--- src/rtl/a418_pkg.sv ---
// Shared types and default sizing for the a418 free-pointer manager.
package a418_pkg;

  typedef enum logic {
    INIT = 1'b0,
    RUN  = 1'b1
  } a418_state_e;

  localparam int unsigned A418_NUMADDR  = 8192;
  localparam int unsigned A418_BITADDR  = 13;
  localparam int unsigned A418_FL_DELAY = 1;
  localparam int unsigned A418_PFDEPTH  = 4;
  localparam int unsigned A418_BITPFD   = 2;

  // Pointer and count types at the default depth.
  typedef logic [A418_BITADDR-1:0] a418_ptr_t;
  typedef logic [A418_BITADDR:0]   a418_cnt_t;

endpackage

--- src/rtl/a418_pf_fifo.sv ---
// Small register FIFO holding prefetched free pointers; head is combinational
// so the top can offer a pointer in the same cycle it is requested.
module a418_pf_fifo
  import a418_pkg::*;
#(
  parameter int unsigned WIDTH = A418_BITADDR,
  parameter int unsigned DEPTH = A418_PFDEPTH,
  parameter int unsigned BITD  = A418_BITPFD
) (
  input  logic             clk,
  input  logic             rst,
  input  logic             push_i,
  input  logic [WIDTH-1:0] din_i,
  input  logic             pop_i,
  output logic [WIDTH-1:0] head_o,
  output logic [BITD:0]    cnt_o
);

  typedef logic [BITD-1:0] idx_t;
  typedef logic [BITD:0]   cnt_t;

  logic [WIDTH-1:0] mem_q [DEPTH];
  idx_t             rd_q;
  idx_t             wr_q;
  cnt_t             cnt_q;

  // DEPTH need not be a power of two, so indices wrap explicitly.
  function automatic idx_t wrap_inc(input idx_t idx);
    return (idx == idx_t'(DEPTH - 1)) ? idx_t'(0) : idx + idx_t'(1);
  endfunction

  // Storage, indices and occupancy; caller never pushes full or pops empty.
  always_ff @(posedge clk) begin
    if (rst) begin
      for (int k = 0; k < int'(DEPTH); k++) begin
        mem_q[k] <= '0;
      end
      rd_q  <= idx_t'(0);
      wr_q  <= idx_t'(0);
      cnt_q <= cnt_t'(0);
    end else begin
      if (push_i) begin
        mem_q[wr_q] <= din_i;
        wr_q        <= wrap_inc(wr_q);
      end
      if (pop_i) begin
        rd_q <= wrap_inc(rd_q);
      end
      cnt_q <= cnt_q + cnt_t'(push_i) - cnt_t'(pop_i);
    end
  end

  assign head_o = mem_q[rd_q];
  assign cnt_o  = cnt_q;

endmodule

--- src/rtl/algo_1r1w_a418_free_ptr.sv ---
// Free-pointer manager for the a418 linked-list queue: circular free list in an
// external 1r1w RAM, fronted by a prefetch FIFO for single-cycle allocation.
module algo_1r1w_a418_free_ptr
  import a418_pkg::*;
#(
  parameter int unsigned NUMADDR  = A418_NUMADDR,
  parameter int unsigned BITADDR  = A418_BITADDR,
  parameter int unsigned FL_DELAY = A418_FL_DELAY,
  parameter int unsigned PFDEPTH  = A418_PFDEPTH,
  parameter int unsigned BITPFD   = A418_BITPFD
) (
  input  logic               clk,
  input  logic               rst,
  output logic               ready,
  input  logic               alloc_req,
  output logic               alloc_vld,
  output logic [BITADDR-1:0] alloc_ptr,
  input  logic               free_req,
  input  logic [BITADDR-1:0] free_ptr,
  output logic [BITADDR:0]   free_cnt,
  output logic               err_unf,
  output logic               err_ovf,
  output logic               fl_writeA,
  output logic [BITADDR-1:0] fl_addrA,
  output logic [BITADDR-1:0] fl_dinA,
  output logic               fl_readB,
  output logic [BITADDR-1:0] fl_addrB,
  input  logic [BITADDR-1:0] fl_doutB
);

  typedef logic [BITADDR-1:0] ptr_t;
  typedef logic [BITADDR:0]   cnt_t;
  typedef logic [BITPFD:0]    pfc_t;
  typedef logic [BITPFD+1:0]  occ_t;

  localparam ptr_t LAST_PTR = ptr_t'(NUMADDR - 1);
  localparam cnt_t FULL_CNT = cnt_t'(NUMADDR);

  function automatic ptr_t ptr_inc(input ptr_t p);
    return (p == LAST_PTR) ? ptr_t'(0) : p + ptr_t'(1);
  endfunction

  a418_state_e         state_q;
  ptr_t                init_cnt_q;
  ptr_t                wr_ptr_q, wr_ptr_d;
  ptr_t                rd_ptr_q, rd_ptr_d;
  cnt_t                mem_cnt_q, mem_cnt_d;
  cnt_t                free_cnt_q, free_cnt_d;
  pfc_t                inflight_q, inflight_d;
  logic [FL_DELAY-1:0] rd_vld_q, rd_vld_d;
  logic                ready_q, err_unf_q, err_ovf_q;

  logic init_done_s, alloc_vld_s, alloc_acc_s, free_acc_s, rd_issue_s, rd_ret_s;
  pfc_t pf_cnt_s;
  occ_t pf_occ_s;
  ptr_t pf_head_s;

  a418_pf_fifo #(
    .WIDTH (BITADDR),
    .DEPTH (PFDEPTH),
    .BITD  (BITPFD)
  ) u_pf_fifo (
    .clk    (clk),
    .rst    (rst),
    .push_i (rd_ret_s),
    .din_i  (fl_doutB),
    .pop_i  (alloc_acc_s),
    .head_o (pf_head_s),
    .cnt_o  (pf_cnt_s)
  );

  // INIT writes one pointer per cycle; the final write hands over to RUN.
  always_ff @(posedge clk) begin
    if (rst) begin
      state_q    <= INIT;
      init_cnt_q <= ptr_t'(0);
      ready_q    <= 1'b0;
    end else begin
      case (state_q)
        INIT: begin
          if (init_done_s) begin
            state_q    <= RUN;
            init_cnt_q <= ptr_t'(0);
            ready_q    <= 1'b1;
          end else begin
            init_cnt_q <= init_cnt_q + ptr_t'(1);
          end
        end
        RUN: begin
          ready_q <= 1'b1;
        end
        default: begin
          state_q    <= INIT;
          init_cnt_q <= ptr_t'(0);
          ready_q    <= 1'b0;
        end
      endcase
    end
  end

  // Accept decisions and next-state arithmetic for the free list.
  always_comb begin
    init_done_s = (state_q == INIT) && (init_cnt_q == LAST_PTR);
    alloc_vld_s = ready_q && (pf_cnt_s != pfc_t'(0));
    alloc_acc_s = alloc_req && alloc_vld_s;
    free_acc_s  = ready_q && free_req && (free_cnt_q != FULL_CNT);
    // Count this cycle's pop so a read is only issued when its return has a slot.
    pf_occ_s    = occ_t'(pf_cnt_s) + occ_t'(inflight_q) - occ_t'(alloc_acc_s);
    rd_issue_s  = ready_q && (mem_cnt_q != cnt_t'(0)) && (pf_occ_s < occ_t'(PFDEPTH));
    rd_ret_s    = rd_vld_q[FL_DELAY-1];
    rd_vld_d    = FL_DELAY'({rd_vld_q, rd_issue_s});
    inflight_d  = inflight_q + pfc_t'(rd_issue_s) - pfc_t'(rd_ret_s);
    if (init_done_s) begin
      wr_ptr_d   = ptr_t'(0);
      rd_ptr_d   = ptr_t'(0);
      mem_cnt_d  = FULL_CNT;
      free_cnt_d = FULL_CNT;
    end else begin
      wr_ptr_d   = free_acc_s ? ptr_inc(wr_ptr_q) : wr_ptr_q;
      rd_ptr_d   = rd_issue_s ? ptr_inc(rd_ptr_q) : rd_ptr_q;
      mem_cnt_d  = mem_cnt_q + cnt_t'(free_acc_s) - cnt_t'(rd_issue_s);
      free_cnt_d = free_cnt_q + cnt_t'(free_acc_s) - cnt_t'(alloc_acc_s);
    end
  end

  // Free-list pointers, counters, read pipe and error pulses.
  always_ff @(posedge clk) begin
    if (rst) begin
      wr_ptr_q   <= ptr_t'(0);
      rd_ptr_q   <= ptr_t'(0);
      mem_cnt_q  <= cnt_t'(0);
      free_cnt_q <= cnt_t'(0);
      inflight_q <= pfc_t'(0);
      rd_vld_q   <= '0;
      err_unf_q  <= 1'b0;
      err_ovf_q  <= 1'b0;
    end else begin
      wr_ptr_q   <= wr_ptr_d;
      rd_ptr_q   <= rd_ptr_d;
      mem_cnt_q  <= mem_cnt_d;
      free_cnt_q <= free_cnt_d;
      inflight_q <= inflight_d;
      rd_vld_q   <= rd_vld_d;
      err_unf_q  <= ready_q && alloc_req && !alloc_vld_s;
      err_ovf_q  <= ready_q && free_req && (free_cnt_q == FULL_CNT);
    end
  end

  // RAM ports are held idle while reset is asserted.
  always_comb begin
    fl_writeA = !rst && ((state_q == INIT) || free_acc_s);
    fl_addrA  = (state_q == INIT) ? init_cnt_q : wr_ptr_q;
    fl_dinA   = (state_q == INIT) ? init_cnt_q : free_ptr;
    fl_readB  = !rst && rd_issue_s;
    fl_addrB  = rd_ptr_q;
  end

  assign ready     = ready_q;
  assign alloc_vld = alloc_vld_s;
  assign alloc_ptr = pf_head_s;
  assign free_cnt  = free_cnt_q;
  assign err_unf   = err_unf_q;
  assign err_ovf   = err_ovf_q;

endmodule
--- config.mk ---
export PLATFORM = sky130hd
export DESIGN_NAME = algo_1r1w_a418_free_ptr
export DESIGN_NICKNAME = d
export VERILOG_FILES = /design/src/rtl/a418_pkg.sv /design/src/rtl/a418_pf_fifo.sv /design/src/rtl/algo_1r1w_a418_free_ptr.sv
export SDC_FILE = /design/constraint.sdc
export NUM_CORES = 1
export LEC_CHECK = 0
export BUFFER_PORTS_ARGS = -buffer_cell sky130_fd_sc_hd__buf_2
export CORE_ASPECT_RATIO = 1.75
export CORE_MARGIN = 2
export CORE_UTILIZATION = 62
export CTS_CLUSTER_DIAMETER = 30
export CTS_CLUSTER_SIZE = 24
export DETAILED_ROUTE_END_ITERATION = 16
export GPL_TIMING_DRIVEN = 0
export PLACE_DENSITY = 0.88
export SLEW_MARGIN = 15
export SYNTH_ARGS = -nofsm -noshare
export SYNTH_HDL_FRONTEND = slang
export SYNTH_SLANG_ARGS = --single-unit
--- constraint.sdc ---
create_clock -name clk -period 8.66 [get_ports clk]
set_input_delay 1.732 -clock clk [delete_from_list [all_inputs] [get_ports clk]]
set_output_delay 1.732 -clock clk [all_outputs]
set_load 0.02 [all_outputs]
-- Yosys cells after proc, flatten, opt, wreduce, memory -nomap -nowiden
Memory sizes are Yosys's and may differ from the RTL's. A register that Yosys moved wholly into a read port is not among the register bits.
Cells that the tools add are included.
- $add $sub $neg: 15
- reductions and logical operators: 19
- $lt $le $gt $ge: 1
- eq/ne operators: 8
- bitwise operators: 1
- mux-type cells: 23
- operators by type and width (cell ; number):
    $mux W13 ; 6
    $add A13 B1 Y13 const B ; 3
    $eq A13 B13 Y1 const B ; 3
    $add A14 B1 Y14 ; 2
    $mux W14 ; 2
    $sub A14 B1 Y14 ; 2
    $eq A14 B14 Y1 const B ; 1
    $ne A14 B14 Y1 const B ; 1
    $reduce_bool A14 Y1 ; 1
    $reduce_or A13 Y1 ; 1
    $logic_and A1 B1 Y1 ; 12
    $mux W2 ; 5
    $mux W1 ; 9
    $add A3 B1 Y3 ; 2
    $sub A3 B1 Y3 ; 2
    $add A2 B1 Y2 const B ; 2
    $add A3 B3 Y4 ; 1
    $eq A2 B2 Y1 const B ; 2
    $lt A4 B3 Y1 const B ; 1
    $sub A4 B1 Y4 ; 1
    $reduce_bool A3 Y1 ; 1
    $logic_not A1 Y1 ; 2
    $ne A2 B2 Y1 const B ; 1
    $pmux W1 S2 ; 1
    other kinds (3) ; 3
- memories: 1
- register bits: 82
- bits in writable memories: 52
- output and inout bits: 72
- input bits: 30
- logic and storage cells: 84
- memories (name ; words ; bits a word ; read ports ; clocked after Yosys merged registers in ; wr ports ; RTL line ; RTL):
    u_pf_fifo.mem_q ; 4 ; 13 ; 1 ; 1 ; 4 ; a418_pf_fifo.sv:22 ; logic [WIDTH-1:0] mem_q [DEPTH];

-- Logic depth before layout (Yosys ltp)
- word-level depth: 8
- mapped depth: 21
- mapped depth without buffers: 20

-- Hierarchy
Synthesis repeated with hierarchy kept, for this count alone.
- cell total of the unflattened synthesis: 795
- area, all modules: 7647.3 um2
- by module, submodules not included (module ; area an instance (um2) ; instances ; sequential area each (um2) ; cells each):
    algo_1r1w_a418_free_ptr ; 4946.0 ; 1 ; 1501.4 ; 628
    a418_pf_fifo ; 2701.3 ; 1 ; 1741.7 ; 167

-- Least setup slack after synthesis
Ideal clock, no wire load.
- kind: input to output
- from: in alloc_req
- to: out fl_readB
- path buffers: 2
- arrival: 3482 ps
- stages: 9
- path slack: 3446 ps
- required time: 6928 ps
- cell sequence: o211a_1 > or2b_1 > ha_1 > a41oi_1 > a211oi_1 > nor2_1 > buf_6 > buf_2 > nor2_1
- word-level cells in the longest chain between the ends: 5
- ends and longest elaborated chain (item ; RTL line ; RTL):
    start, declared ; algo_1r1w_a418_free_ptr.sv:15 ; input logic alloc_req,
    $logic_and A1 B1 Y1 ; algo_1r1w_a418_free_ptr.sv:105 ; alloc_acc_s = alloc_req && alloc_vld_s;
    $sub A4 B1 Y4 ; algo_1r1w_a418_free_ptr.sv:108 ; pf_occ_s = occ_t'(pf_cnt_s) + occ_t'(inflight_q) - occ_t'(alloc_acc_s);
    $lt A4 B3 Y1 ; algo_1r1w_a418_free_ptr.sv:109 ; rd_issue_s = ready_q && (mem_cnt_q != cnt_t'(0)) && (pf_occ_s < occ_t'(PFDEPTH));
    $logic_and A1 B1 Y1 ; algo_1r1w_a418_free_ptr.sv:109 ;
    $logic_and A1 B1 Y1 ; algo_1r1w_a418_free_ptr.sv:154 ; fl_readB = !rst && rd_issue_s;
    end, declared ; algo_1r1w_a418_free_ptr.sv:26 ; output logic fl_readB,
Every way passes these cells.

-- Final worst setup path
Ends and elaborated chain as after synthesis.

==> results.yml <==
outcome:
  outcome: "finished clean"
worst_hold_path:
  min_path_type: "reg -> reg"
grt:
  grt_overflow: 0
  grt_max_degree: 17
  grt_pass1_vias: 6148
  grt_pass1_wl_mm: 27.8
  grtUsageTotal_pct: 27.9
  antenna_found_initial: 0
detailed_routing:
  viasPerCell: 5.77
  drc: 0
  ant_nets: 0
  dr.pass1.iters: 6
  drt_iter0_drc: 266
  routed-via-count: 5930
  wl_per_cell_um: 16.5
  wirelength_mm: 16.9
clock_network:
  cts_root_buf: "clkbuf_16"
  cts_tree: "yes"
  clock_sinks: 136
  cts_buffers: 17
  cts_buffer_depth: 2
  holdBufCountCts: 0
  clk_transition_reported_paths_ns: 0.06
  post-cts-setup-buffers: 0
  htreeDepth: 4
  cts-resized-gates: 0
  insertion_delay_ns: 0.42
final_layout:
  insertedDiodeCount: 0
  area_growth_pct: 17.5
  final_nets: 964
  drive_above_1_share_pct: 18.5
  fillCellCount: 806
  final_cell_area_um2: 8590
  final_cell_count_no_fill: 1027
  fin_util_pct: 74.6
synthesis:
  synthTopCellsByCount: "dfxtp_1 (84), nand2_1 (83), nor2_1 (81)"
  yosysWarningCount: 0
  synth_cell_types: 58
  synth_compound_area_share_pct: 8.16
  synthesis.nets: 844
  synth-simple-area-share_pct: 23.7
  synthAdderAreaFrac_pct: 9.82
  synth_flop_cell: "dfxtp_1"
  ys_ff_latch: 136
  yosysTopAreaCell: "dfxtp_1"
  synth_edf_count: 52
  synth_top_cell_area_share_pct: 23.0
  synth.area.top_cells: "dfxtp_1 (23%), edfxtp_1 (21%), ha_1 (8.7%)"
  syn_area_um2: 7320
  syn-instance-count: 759
  synth-seq-area-share_pct: 44.3
  synth_top_family_by_area: "simple AND/OR/NAND/NOR gates"
  yosys-mux-area-fraction_pct: 4.55
  syn-mean-instance-area_um2: 9.64
  synth_xor_area_share_pct: 5.03
  yosys.cell_count.top_type: "dfxtp_1"
  async_flop_share_pct: 0
placed_design:
  gp_congestion: 0.931
  placedCellCount: 995
  dp_hpwl_mm: 12.6
  numPortBuffers: 101
  place_area_um2: 7990
floorplan:
  dieWidth_um: 86.1
  die_h_um: 148
  ios: 102
  std_cell_rows: 52
  core_um2: 11500
  dieArea_um2: 12700
  start_util_pct: 63.5
timing:
  hold_viol: 0
  timing.final.crit_share_pct: 63.7
  finalCriticalPeriod_ns: 5.52
  max_freq_mhz: 181
  tns_ns: 0
  tightestPinTransition_ns: 0.905
  drv_slew: 0
  hold_ws_ns: 0.501
  slew_headroom_pct: 39.4
  setup_viol: 0
  rsz0062_at_grt: "no"
  fin_worst_skew_ns: 0.00832
setup_path:
  cp-start-kind: "input pin"
  path_cells: "buf_2 > o211a_1 > or2b_1 > ha_1 > a41oi_1 > a211oi_1 > nor2_1 > buf_6 > buf_2 > nor2_1 > buf_2"
  critPathCaptureType: "primary output"
  timing.critical_path.buf_inv: 4
  cpMostUsedCell: "buf_2"
  arrival_ns: 3.79
  crit_required_ns: 6.93
  worstSetupPathType: "in -> out"
  cp_top_family: "compound AO/OA/AOI/OAI gates"
  crit_slowest_cell: "a211oi_1"
  max_stage_delay_ns: 0.35
  crit_path_max_fanout: 10
flow_run:
  cap_viol_max_count: 0
power:
  peakVddDrop_mv: 0.149
  leakage_nw: 3.73
  powerDensity_nw_per_um2: 182
-- placed cells by master, fill, tap and decap left out, types with 6 or more instances in the layout --
master / netlist / layout
nand2b_1: 21 / 21
a21o_1: 7 / 7
nand3_1: 21 / 21
xnor2_1: 20 / 20
buf_2: 4 / 105
dfxtp_1: 84 / 84
or3_1: 9 / 9
nor2_1: 81 / 81
ha_1: 51 / 51
nand4_1: 8 / 8
inv_1: 54 / 54
clkbuf_16: 0 / 17
mux4_2: 13 / 13
clkbuf_1: 13 / 13
xor2_1: 22 / 22
nand2_1: 83 / 83
and3_1: 10 / 10
and2_1: 56 / 56
nor2b_1: 14 / 14
nor3_1: 11 / 11
edfxtp_1: 52 / 52
nor3b_1: 6 / 6
a21oi_1: 28 / 28
o21ai_0: 19 / 19
-- sequential cells by signal, indices dropped and copies added (netlist names), 2 cells and up, named ones only --
signal,flops
u_pf_fifo.wr_q,2
mem_cnt_q,14
inflight_q,3
init_cnt_q,13
wr_ptr_q,13
u_pf_fifo.rd_q,2
fl_addrB,13
u_pf_fifo.cnt_o,3
u_pf_fifo.mem_q,52
free_cnt,14
-- path summary, 6_finish.rpt --
check / start / cells after the start / to / slack [ns]
worst max register to register: ready / 19 / mem_cnt_q[10] / 4.06
worst min register to register: wr_ptr_q[1] / 2 / wr_ptr_q[1] / 0.50
worst min-delay path: wr_ptr_q[1] / 2 / wr_ptr_q[1] / 0.50
worst max-delay path: alloc_req / 11 / fl_readB / 3.14
-- power by group --
part | total, mW | internal (mW) | switching, mW
clock | 0.739 | 0.439 | 0.299
combinational | 0.137 | 0.0566 | 0.0806
sequential | 0.689 | 0.681 | 0.00830
total | 1.56 | 1.18 | 0.388
-- metal layers --
metal,vias to the layer above,routed length (um),GRT usage [%]
met5,-,0,0
met4,0,517,12.5
met3,38,639,5.03
met2,156,9540,53.0
met1,2879,6240,28.7
li1,2857,-,-
-- kinds of logic (layout without fill, tap and decap cells) --
| family | after synthesis | count (layout) |
|---|---|---|
| compound gates | 90 | 90 |
| buf+inv | 77 | 210 |
| flops | 136 | 136 |
| mux | 17 | 17 |
| simple gates | 342 | 342 |
| fa+ha+maj | 55 | 55 |
| xor+xnor | 42 | 42 |
-- worst min-delay path: cells and delay by family, from the launching register on --
family,cells,cell delay [ns]
DFF,1,0.34
and+or+nand+nor,1,0.07
AOI/OAI and AO/OA,1,0.05
-- through the flow --
| stage | total power, mW | worst slack [ns] |
|---|---|---|
| 4_1_cts | 1.57 | 3.15 |
| 6_report | 1.56 | 3.14 |
| 3_5_place_dp | 0.835 | 2.90 |
| 2_1_floorplan | 0.795 | 3.45 |
| 5_1_grt | 1.61 | 2.96 |
| 3_3_place_gp | 0.831 | 3.01 |
-- layout make-up --
| class | count | area [um^2] | share of cell area (%) |
|---|---|---|---|
| repair buffers | 101 | 505 | 5.88 |
| plain buffers | 23 | 121 | 1.41 |
| multi-input cells | 546 | 3750 | 43.6 |
| inverters | 54 | 203 | 2.36 |
| clock inverters | 14 | 164 | 1.91 |
| flip-flops and latches | 136 | 3240 | 37.7 |
| well taps | 135 | 169 | 1.97 |
| clock buffers | 18 | 439 | 5.11 |
No activity file was read; power rests on OpenSTA's default activity.
